### src/rtl/full_dummy_project_top.sv
// rtl/full_dummy_project_top.sv - per-BX adder: reads two input memories, writes their sum to an output memory
//
// Purpose: on each new bunch crossing (BX) reads N = min(nent1, nent2, 16) entries
// from two input memories, adds them pairwise and writes the sums to the output memory
// at the same {page, index}; the page is bit 0 of the BX number.
//
// Ports:
//   clk, reset                     clock (rising edge), synchronous active-high reset
//   en_proc                        processing enable; gates the start of a new BX
//   bx_in / bx_out                 current BX number / BX number of last completed BX
//   memX_readaddr, memX_enb        input-memory read address {page, index} and enable
//   memX_nent, memX_dout           input-memory entry count and read data (2-cycle latency)
//   memout_ena, memout_wea         output-memory port enable and write enable
//   memout_writeaddr, memout_din   output-memory write address {page, index} and data
module full_dummy_project_top (
  input  logic        clk,
  input  logic        reset,
  input  logic        en_proc,
  input  logic [1:0]  bx_in,
  output logic [1:0]  bx_out,
  output logic [4:0]  mem1_readaddr,
  output logic [4:0]  mem2_readaddr,
  output logic        mem1_enb,
  output logic        mem2_enb,
  input  logic [4:0]  mem1_nent,
  input  logic [4:0]  mem2_nent,
  input  logic [31:0] mem1_dout,
  input  logic [31:0] mem2_dout,
  output logic        memout_ena,
  output logic        memout_wea,
  output logic [4:0]  memout_writeaddr,
  output logic [31:0] memout_din
);

  typedef enum logic [1:0] {S_IDLE, S_READ, S_DRAIN, S_DONE} state_t;

  state_t      r_state;
  state_t      w_next;

  logic        r_first_bx;
  logic [1:0]  r_last_bx;
  logic [1:0]  r_bx_cur;
  logic [1:0]  r_bx_out;
  logic        r_page;
  logic [4:0]  r_n;
  logic [3:0]  r_i;
  logic [4:0]  r_last_addr;
  // Read-valid / index pipeline, aligned with the 2-cycle memory read latency.
  logic        r_v1;
  logic        r_v2;
  logic [3:0]  r_idx1;
  logic [3:0]  r_idx2;

  logic [4:0]  w_min;
  logic [4:0]  w_n_sat;
  logic        w_start;
  logic        w_last_read;
  logic        w_rd_en;

  assign w_min       = (mem1_nent < mem2_nent) ? mem1_nent : mem2_nent;
  assign w_n_sat     = (w_min > 5'd16) ? 5'd16 : w_min;
  assign w_start     = (r_state == S_IDLE) && en_proc && (r_first_bx || (bx_in != r_last_bx));
  assign w_last_read = ({1'b0, r_i} == (r_n - 5'd1));

  always_ff @(posedge clk) begin
    if (reset) begin
      r_state <= S_IDLE;
    end else begin
      r_state <= w_next;
    end
  end

  always_comb begin
    w_next  = r_state;
    w_rd_en = 1'b0;
    case (r_state)
      S_IDLE: begin
        if (w_start) begin
          w_next = (w_n_sat == 5'd0) ? S_DONE : S_READ;
        end
      end
      S_READ: begin
        w_rd_en = 1'b1;
        if (w_last_read) begin
          w_next = S_DRAIN;
        end
      end
      S_DRAIN: begin
        // Wait until the final read's data has been written out.
        if (!(r_v1 || r_v2)) begin
          w_next = S_DONE;
        end
      end
      S_DONE: begin
        w_next = S_IDLE;
      end
      default: begin
        w_next = S_IDLE;
      end
    endcase
  end

  always_ff @(posedge clk) begin
    if (reset) begin
      r_first_bx  <= 1'b1;
      r_last_bx   <= 2'd0;
      r_bx_cur    <= 2'd0;
      r_bx_out    <= 2'd0;
      r_page      <= 1'b0;
      r_n         <= 5'd0;
      r_i         <= 4'd0;
      r_last_addr <= 5'd0;
      r_v1        <= 1'b0;
      r_v2        <= 1'b0;
      r_idx1      <= 4'd0;
      r_idx2      <= 4'd0;
    end else begin
      if (w_start) begin
        r_first_bx <= 1'b0;
        r_last_bx  <= bx_in;
        r_bx_cur   <= bx_in;
        r_page     <= bx_in[0];
        r_n        <= w_n_sat;
        r_i        <= 4'd0;
      end
      if (w_rd_en) begin
        r_i         <= r_i + 4'd1;
        r_last_addr <= {r_page, r_i};
      end
      r_v1   <= w_rd_en;
      r_idx1 <= r_i;
      r_v2   <= r_v1;
      r_idx2 <= r_idx1;
      if (r_state == S_DONE) begin
        r_bx_out <= r_bx_cur;
      end
    end
  end

  // Read address is live while reading and otherwise holds the last issued address.
  assign mem1_enb         = w_rd_en;
  assign mem2_enb         = w_rd_en;
  assign mem1_readaddr    = w_rd_en ? {r_page, r_i} : r_last_addr;
  assign mem2_readaddr    = w_rd_en ? {r_page, r_i} : r_last_addr;

  assign memout_ena       = r_v2;
  assign memout_wea       = r_v2;
  assign memout_writeaddr = {r_page, r_idx2};
  assign memout_din       = r_v2 ? (mem1_dout + mem2_dout) : 32'd0;

  assign bx_out           = r_bx_out;

endmodule

### config.mk
export PLATFORM = sky130hd
export DESIGN_NAME = full_dummy_project_top
export DESIGN_NICKNAME = d
export VERILOG_FILES = /design/src/rtl/full_dummy_project_top.sv
export SDC_FILE = /design/constraint.sdc
export NUM_CORES = 1
export LEC_CHECK = 0
export BUFFER_PORTS_ARGS = -buffer_cell sky130_fd_sc_hd__buf_4
export CORE_ASPECT_RATIO = 0.6
export CORE_MARGIN = 8
export CORE_UTILIZATION = 55
export CTS_CLUSTER_SIZE = 24
export DETAILED_ROUTE_END_ITERATION = 12
export GPL_TIMING_DRIVEN = 0
export PLACE_DENSITY = 0.88
export SLEW_MARGIN = 20
export SYNTH_ARGS = -nofsm -noshare
export SYNTH_HDL_FRONTEND = slang
export SYNTH_SLANG_ARGS = --single-unit
### constraint.sdc
create_clock -name clk -period 12.5 [get_ports clk]
set_input_delay 3.75 -clock clk [delete_from_list [all_inputs] [get_ports clk]]
set_output_delay 3.75 -clock clk [all_outputs]
set_load 0.02 [all_outputs]
==> results of run 1 <==
-- area by class of cell --
type	instances	share of cell area, %
multi-input combinational	375	56.8
timing repair buffer	131	21.1
sequential	31	13.3
buffer	27	3.72
tap	84	2.25
clock buffer	7	1.63
inverter	14	1.13
clock inverter	1	0.107
-- logic make-up (layout without fill, tap and decap cells) --
kind of cell	count (synthesis)	count (layout)	synth area share, %
simple gates	175	175	25.5
fa+ha+maj	42	42	15.2
mux	15	15	4.47
buf+inv	41	180	6.47
compound gates	115	115	23.6
flops	31	31	17.7
xor+xnor	28	28	7.01
-- flip-flops by register name (all words and copies together), names as in the netlist --
signal       count
r_last_addr      5
r_n              5
r_i              4
r_idx1           4
r_idx2           4
bx_out           2
r_bx_cur         2
r_state          2
memout_ena       1
r_first_bx       1
r_v1             1
-- metrics by stage --
step | power [uW] | hold slack, ns
final | 477 | 0.455
after global routing | 508 | 0.470
after CTS | 474 | 0.455
after detailed placement | 397 | 0.440
after global placement | 385 | 0.424
after floorplan | 310 | 0.414
-- metal layers --
metal / global-route usage (%) / routed length, um
met3: 5.27 / 891
met4: 5.14 / 140
met2: 34.7 / 4720
met1: 32.8 / 5430
met5: 0 / 0
-- synth_stat cells (10+ instances only) --
cell type | number | area share (%)
a21oi_1 | 31 | 4.4
nor2b_1 | 19 | 3.4
ha_1 | 41 | 15
nand3_1 | 13 | 1.9
a21o_1 | 17 | 3.6
nand2_1 | 30 | 3.2
nor2_1 | 51 | 5.5
clkbuf_1 | 10 | 1.1
dfxtp_1 | 31 | 18
nor3_1 | 12 | 1.7
o21ai_0 | 17 | 2.4
nand4_1 | 11 | 2.0
mux2i_1 | 10 | 2.9
inv_1 | 14 | 1.5
xor2_1 | 14 | 3.5
xnor2_1 | 14 | 3.5
-- power groups by stage --
stage / clock [uW] / sequential (uW) / combinational, uW
floorplan: 0 / 125 / 185
global placement: 0 / 126 / 259
detailed placement: 0 / 128 / 269
CTS: 78.1 / 125 / 270
global route: 84.0 / 127 / 296
finish: 77.8 / 126 / 274
-- path summary, 6_finish.rpt --
kind                            slack, ns                 endpoint  depth (start not counted)            startpoint
worst max-delay path                 2.27           memout_din[28]                         11          mem1_dout[0]
worst min-delay path                 0.45     r_idx2[3]$_SDFF_PP0_                          1  r_idx1[3]$_SDFF_PP0_
worst max register to register      10.22  r_state[1]$_SDFFE_PP0P_                          6   r_n[0]$_SDFFE_PP0P_
worst min register to register       0.45     r_idx2[3]$_SDFF_PP0_                          1  r_idx1[3]$_SDFF_PP0_
-- worst register-to-register path: stages, from the launching register on --
cell and delay [ns]:
dfxtp_1 0.36, or4_4 0.56, a211oi_2 0.23, a41oi_1 0.07, o41ai_2 0.36, o211ai_1 0.24, o41ai_2 0.37
==> flow_summary.json, run 1 <==
{
  "yosysWarnings": 0,
  "p_sw_uw": 203,
  "status": "completed",
  "peakVddDrop_v": 0.0000533,
  "antennaDiodeCount": 0,
  "ys_seq_area_share_pct": 17.7,
  "grt_usage_pct": 23.2,
  "start_kind": "input port",
  "cts.sinks": 31,
  "synthToLayoutAreaGrowth_pct": 33.4,
  "setup_viol_count_final": 0,
  "final_area_mm2": 0.00467,
  "hold_path_class": "reg -> reg",
  "ys_seq_elements": 31,
  "fill_cells": 486,
  "cts.clk_slew.worst_paths_ns": 0.06,
  "power.share.sequential_pct": 26.3,
  "min_period_over_period_pct": 81.9,
  "hold_viol": 0,
  "final_cell_mix": "buf_4, nor2_1, ha_1, a21oi_1, dfxtp_1",
  "crit_path_end_kind": "primary output",
  "max_stage_delay_ns": 0.42,
  "cp_slowest_cell": "fa_1",
  "cts_setup_buffers": 0,
  "worst_slew_pin_slew_ns": 0.587,
  "antenna_found_initial": 0,
  "final_antenna_net_count": 0,
  "final_common_cell": "buf_4",
  "ios": 132,
  "dieArea_mm2": 0.00926,
  "grt_pass1_wl_um": 18100,
  "fin_ws_ns": 2.27,
  "synth.net_count": 568,
  "cap_violations": 0,
  "cp.arrival_ns": 6.48,
  "io_buffers": 131,
  "grt_start_max_net_pins": 11,
  "skew_ns": 0.00674,
  "fin_crit_ns": 10.23,
  "async_reset_ff_share_pct": 0,
  "die_y_um": 77.8,
  "power_density_mw_per_mm2": 102,
  "slew_viol_final": 0,
  "cts-root-buf": "clkbuf_8",
  "first_global_vias": 3704,
  "crit_type": "in -> out",
  "crit_path_cell_trace": "buf_4 > ha_1 > fa_1 > a21o_1 > a221oi_2 > a311o_2 > a2111oi_2 > nor4_1 > a21oi_1 > mux2i_1 > buf_4",
  "rsz0062_at_grt": "false",
  "pwr-share-comb_pct": 57.4,
  "p_clk_share_pct": 16.3,
  "dp_slack_ns": 2.37,
  "die_w_um": 119,
  "critPathTopFamily": "compound AO/OA/AOI/OAI gates",
  "nets": 706,
  "dpl.cell_count": 662,
  "synth_area_per_cell_um2": 7.83,
  "synth_edf_count": 0,
  "dr.pass1.iters": 5,
  "cts_resized": 0,
  "synth-main-ff-cell": "dfxtp_1",
  "syn_inst": 447,
  "gp_congestion": 0.948,
  "cts.path.max_buffers": 2,
  "num_vias": 3919,
  "place_area_mm2": 0.00459,
  "max_slew_margin_pct": 60.6,
  "final_util_pct": 76.1,
  "routedWlPerCell_um": 16.7,
  "multiInputGateArea_mm2": 0.00265,
  "cts_tree": "done",
  "synth_cell_type_count": 56,
  "vias_per_cell": 5.85,
  "rows": 22,
  "cts_max_level": 2,
  "finalSetupTns_ns": 0,
  "seq_area_um2": 621,
  "final_cells": 670,
  "clock.fmax_mhz": 97.7,
  "internal_power_uw": 274,
  "required_ns": 8.75,
  "drc": 0,
  "switching_share_pct": 42.5,
  "hpwl_um": 9370,
  "p_leak_uw": 0.00220,
  "grt_overflow": 0,
  "clock_latency_ns": 0.29,
  "layout-drive-gt1-share_pct": 29.7,
  "wirelength_um": 11200,
  "crit_fanout": 4,
  "syn_area_mm2": 0.00350,
  "drt_iter0_markers": 256,
  "crit_path_frequent_cell": "buf_4",
  "fp.coreArea_mm2": 0.00614,
  "start_util_pct": 57.0,
  "hold_buffers": 0,
  "path_buf_inv": 2,
  "numCtsBuffers": 5
}
No activity file was read; power rests on OpenSTA's default activity.
==> run 2, diff against run 1 <==
--- a/config.mk
+++ b/config.mk
@@ -8,11 +8,11 @@
 export BUFFER_PORTS_ARGS = -buffer_cell sky130_fd_sc_hd__buf_4
 export CORE_ASPECT_RATIO = 0.6
 export CORE_MARGIN = 8
-export CORE_UTILIZATION = 55
+export CORE_UTILIZATION = 51
 export CTS_CLUSTER_SIZE = 24
 export DETAILED_ROUTE_END_ITERATION = 12
 export GPL_TIMING_DRIVEN = 0
-export PLACE_DENSITY = 0.88
+export PLACE_DENSITY = 0.83
 export SLEW_MARGIN = 20
 export SYNTH_ARGS = -nofsm -noshare
 export SYNTH_HDL_FRONTEND = slang
==> constraint.sdc (replaced) <==
create_clock -name clk -period 9.45 [get_ports clk]
set_input_delay 2.835 -clock clk [delete_from_list [all_inputs] [get_ports clk]]
set_output_delay 2.835 -clock clk [all_outputs]
set_load 0.02 [all_outputs]
==> run 2 against run 1 <==
- non-clock buffer count stayed put
- largest cell class unchanged
- power is 46% higher
- core utilization is 4.6 points lower
- critical endpoint unchanged
- worst setup slack worse by 1.3 ns
==> flow_summary.json, run 2 (same netlist as run 1, synthesis figures left out) <==
{
  "status": "completed",
  "skew_ns": 0.00488,
  "fp.coreArea_mm2": 0.00665,
  "critPathTopFamily": "compound AO/OA/AOI/OAI gates",
  "p_leak_uw": 0.00224,
  "die_w_um": 123,
  "power_density_mw_per_mm2": 147,
  "switching_share_pct": 39.3,
  "cts.sinks": 31,
  "worst_slew_pin_slew_ns": 0.638,
  "wirelength_um": 11300,
  "hold_path_class": "reg -> reg",
  "setup_viol_count_final": 0,
  "grt_usage_pct": 21.6,
  "top_regs": "r_last_addr (5), r_n (5)",
  "io_buffers": 131,
  "max_stage_delay_ns": 0.49,
  "p_sw_uw": 275,
  "peakVddDrop_v": 0.0000757,
  "grt_overflow": 0,
  "start_kind": "input port",
  "path_buf_inv": 2,
  "die_y_um": 80.2,
  "min_period_over_period_pct": 90.0,
  "final_util_pct": 71.4,
  "clock.fmax_mhz": 118,
  "num_vias": 3857,
  "first_global_vias": 3630,
  "numCtsBuffers": 5,
  "cts_resized": 0,
  "drt_iter0_markers": 306,
  "cts.clk_slew.worst_paths_ns": 0.05,
  "gp_congestion": 0.927,
  "hold_buffers": 0,
  "ios": 132,
  "cts_setup_buffers": 0,
  "max_slew_margin_pct": 57.2,
  "p_clk_share_pct": 24.1,
  "antennaDiodeCount": 0,
  "hpwl_um": 9320,
  "drc": 0,
  "dr.pass1.iters": 8,
  "start_util_pct": 52.7,
  "clock_latency_ns": 0.28,
  "rsz0062_at_grt": "false",
  "dieArea_mm2": 0.00986,
  "antenna_found_initial": 0,
  "crit_type": "in -> out",
  "final_cell_mix": "buf_4, nor2_1, ha_1, a21oi_1, dfxtp_1",
  "crit_path_end_kind": "primary output",
  "rows": 23,
  "layout-drive-gt1-share_pct": 29.9,
  "crit_path_cell_trace": "buf_4 > ha_1 > fa_1 > a21o_1 > a221oi_2 > a311o_2 > a2111oi_2 > nor4_1 > a21oi_1 > mux2i_1 > buf_4",
  "grt_start_max_net_pins": 11,
  "slew_viol_final": 0,
  "fill_cells": 545,
  "grt_pass1_wl_um": 17500,
  "final_common_cell": "buf_4",
  "fin_crit_ns": 8.50,
  "crit_fanout": 4,
  "cp.arrival_ns": 5.67,
  "pwr-share-comb_pct": 52.1,
  "cts-root-buf": "clkbuf_16",
  "power.share.sequential_pct": 23.8,
  "synthToLayoutAreaGrowth_pct": 35.7,
  "cts_tree": "done",
  "cts_max_level": 2,
  "internal_power_uw": 424,
  "final_antenna_net_count": 0,
  "required_ns": 6.62,
  "vias_per_cell": 5.73,
  "routedWlPerCell_um": 16.8,
  "finalSetupTns_ns": 0,
  "nets": 706,
  "power_uw": 698,
  "cp_slowest_cell": "nor4_1",
  "hold_viol": 0,
  "cts.path.max_buffers": 2,
  "cap_violations": 0,
  "crit_path_frequent_cell": "buf_4"
}
[run 2: cell count changes in the layout (fill, tap and decap cells not counted)]
cell       change
clkinv_2       -1
clkbuf_1       -1
clkbuf_8       -3
clkbuf_16      +5
[run 2: final cells by class]
cell class	instances	area [um2]	share of cell area [%]
flip-flops and latches	31	621	13.1
plain buffers	27	174	3.66
inverters	14	52.6	1.11
repair buffers	131	983	20.7
clock buffers	8	156	3.29
well taps	87	109	2.29
multi-input cells	375	2650	55.9
[run 2: power groups by stage]
| stage | combinational [uW] | sequential (uW) | clock (uW) |
|---|---|---|---|
| finish | 364 | 166 | 168 |
| CTS | 359 | 166 | 169 |
| floorplan | 245 | 165 | 0 |
| detailed placement | 356 | 168 | 0 |
| global placement | 342 | 167 | 0 |
| global route | 393 | 168 | 178 |
[run 2: path summary, 6_finish.rpt]
kind                            cells after the start  slack [ns]                  from                      end
worst max-delay path                               11        0.95          mem1_dout[0]           memout_din[28]
worst min-delay path                                1        0.43  r_idx1[0]$_SDFF_PP0_     r_idx2[0]$_SDFF_PP0_
worst max register to register                      6        7.22   r_n[0]$_SDFFE_PP0P_  r_state[0]$_SDFFE_PP0P_
worst min register to register                      1        0.43  r_idx1[0]$_SDFF_PP0_     r_idx2[0]$_SDFF_PP0_
[run 2: through the flow]
stage	hold slack, ns	std cells	setup WS [ns]	instance area (um2)
after detailed placement	0.425	665	1.07	4590
after global placement	0.420	665	1.10	4590
final	0.435	673	0.949	4750
after floorplan	0.414	447	1.38	3500
after CTS	0.437	673	1.05	4750
after global routing	0.451	673	0.830	4750
[run 2: metal layers]
metal  GRT usage [%]  up-vias  share of wire, %
met5               0        -                 0
li1                -     1899                 -
met4            4.35        0               1.4
met1            29.4     1778                47
met2            33.4      163                42
met3            5.88       17               9.0
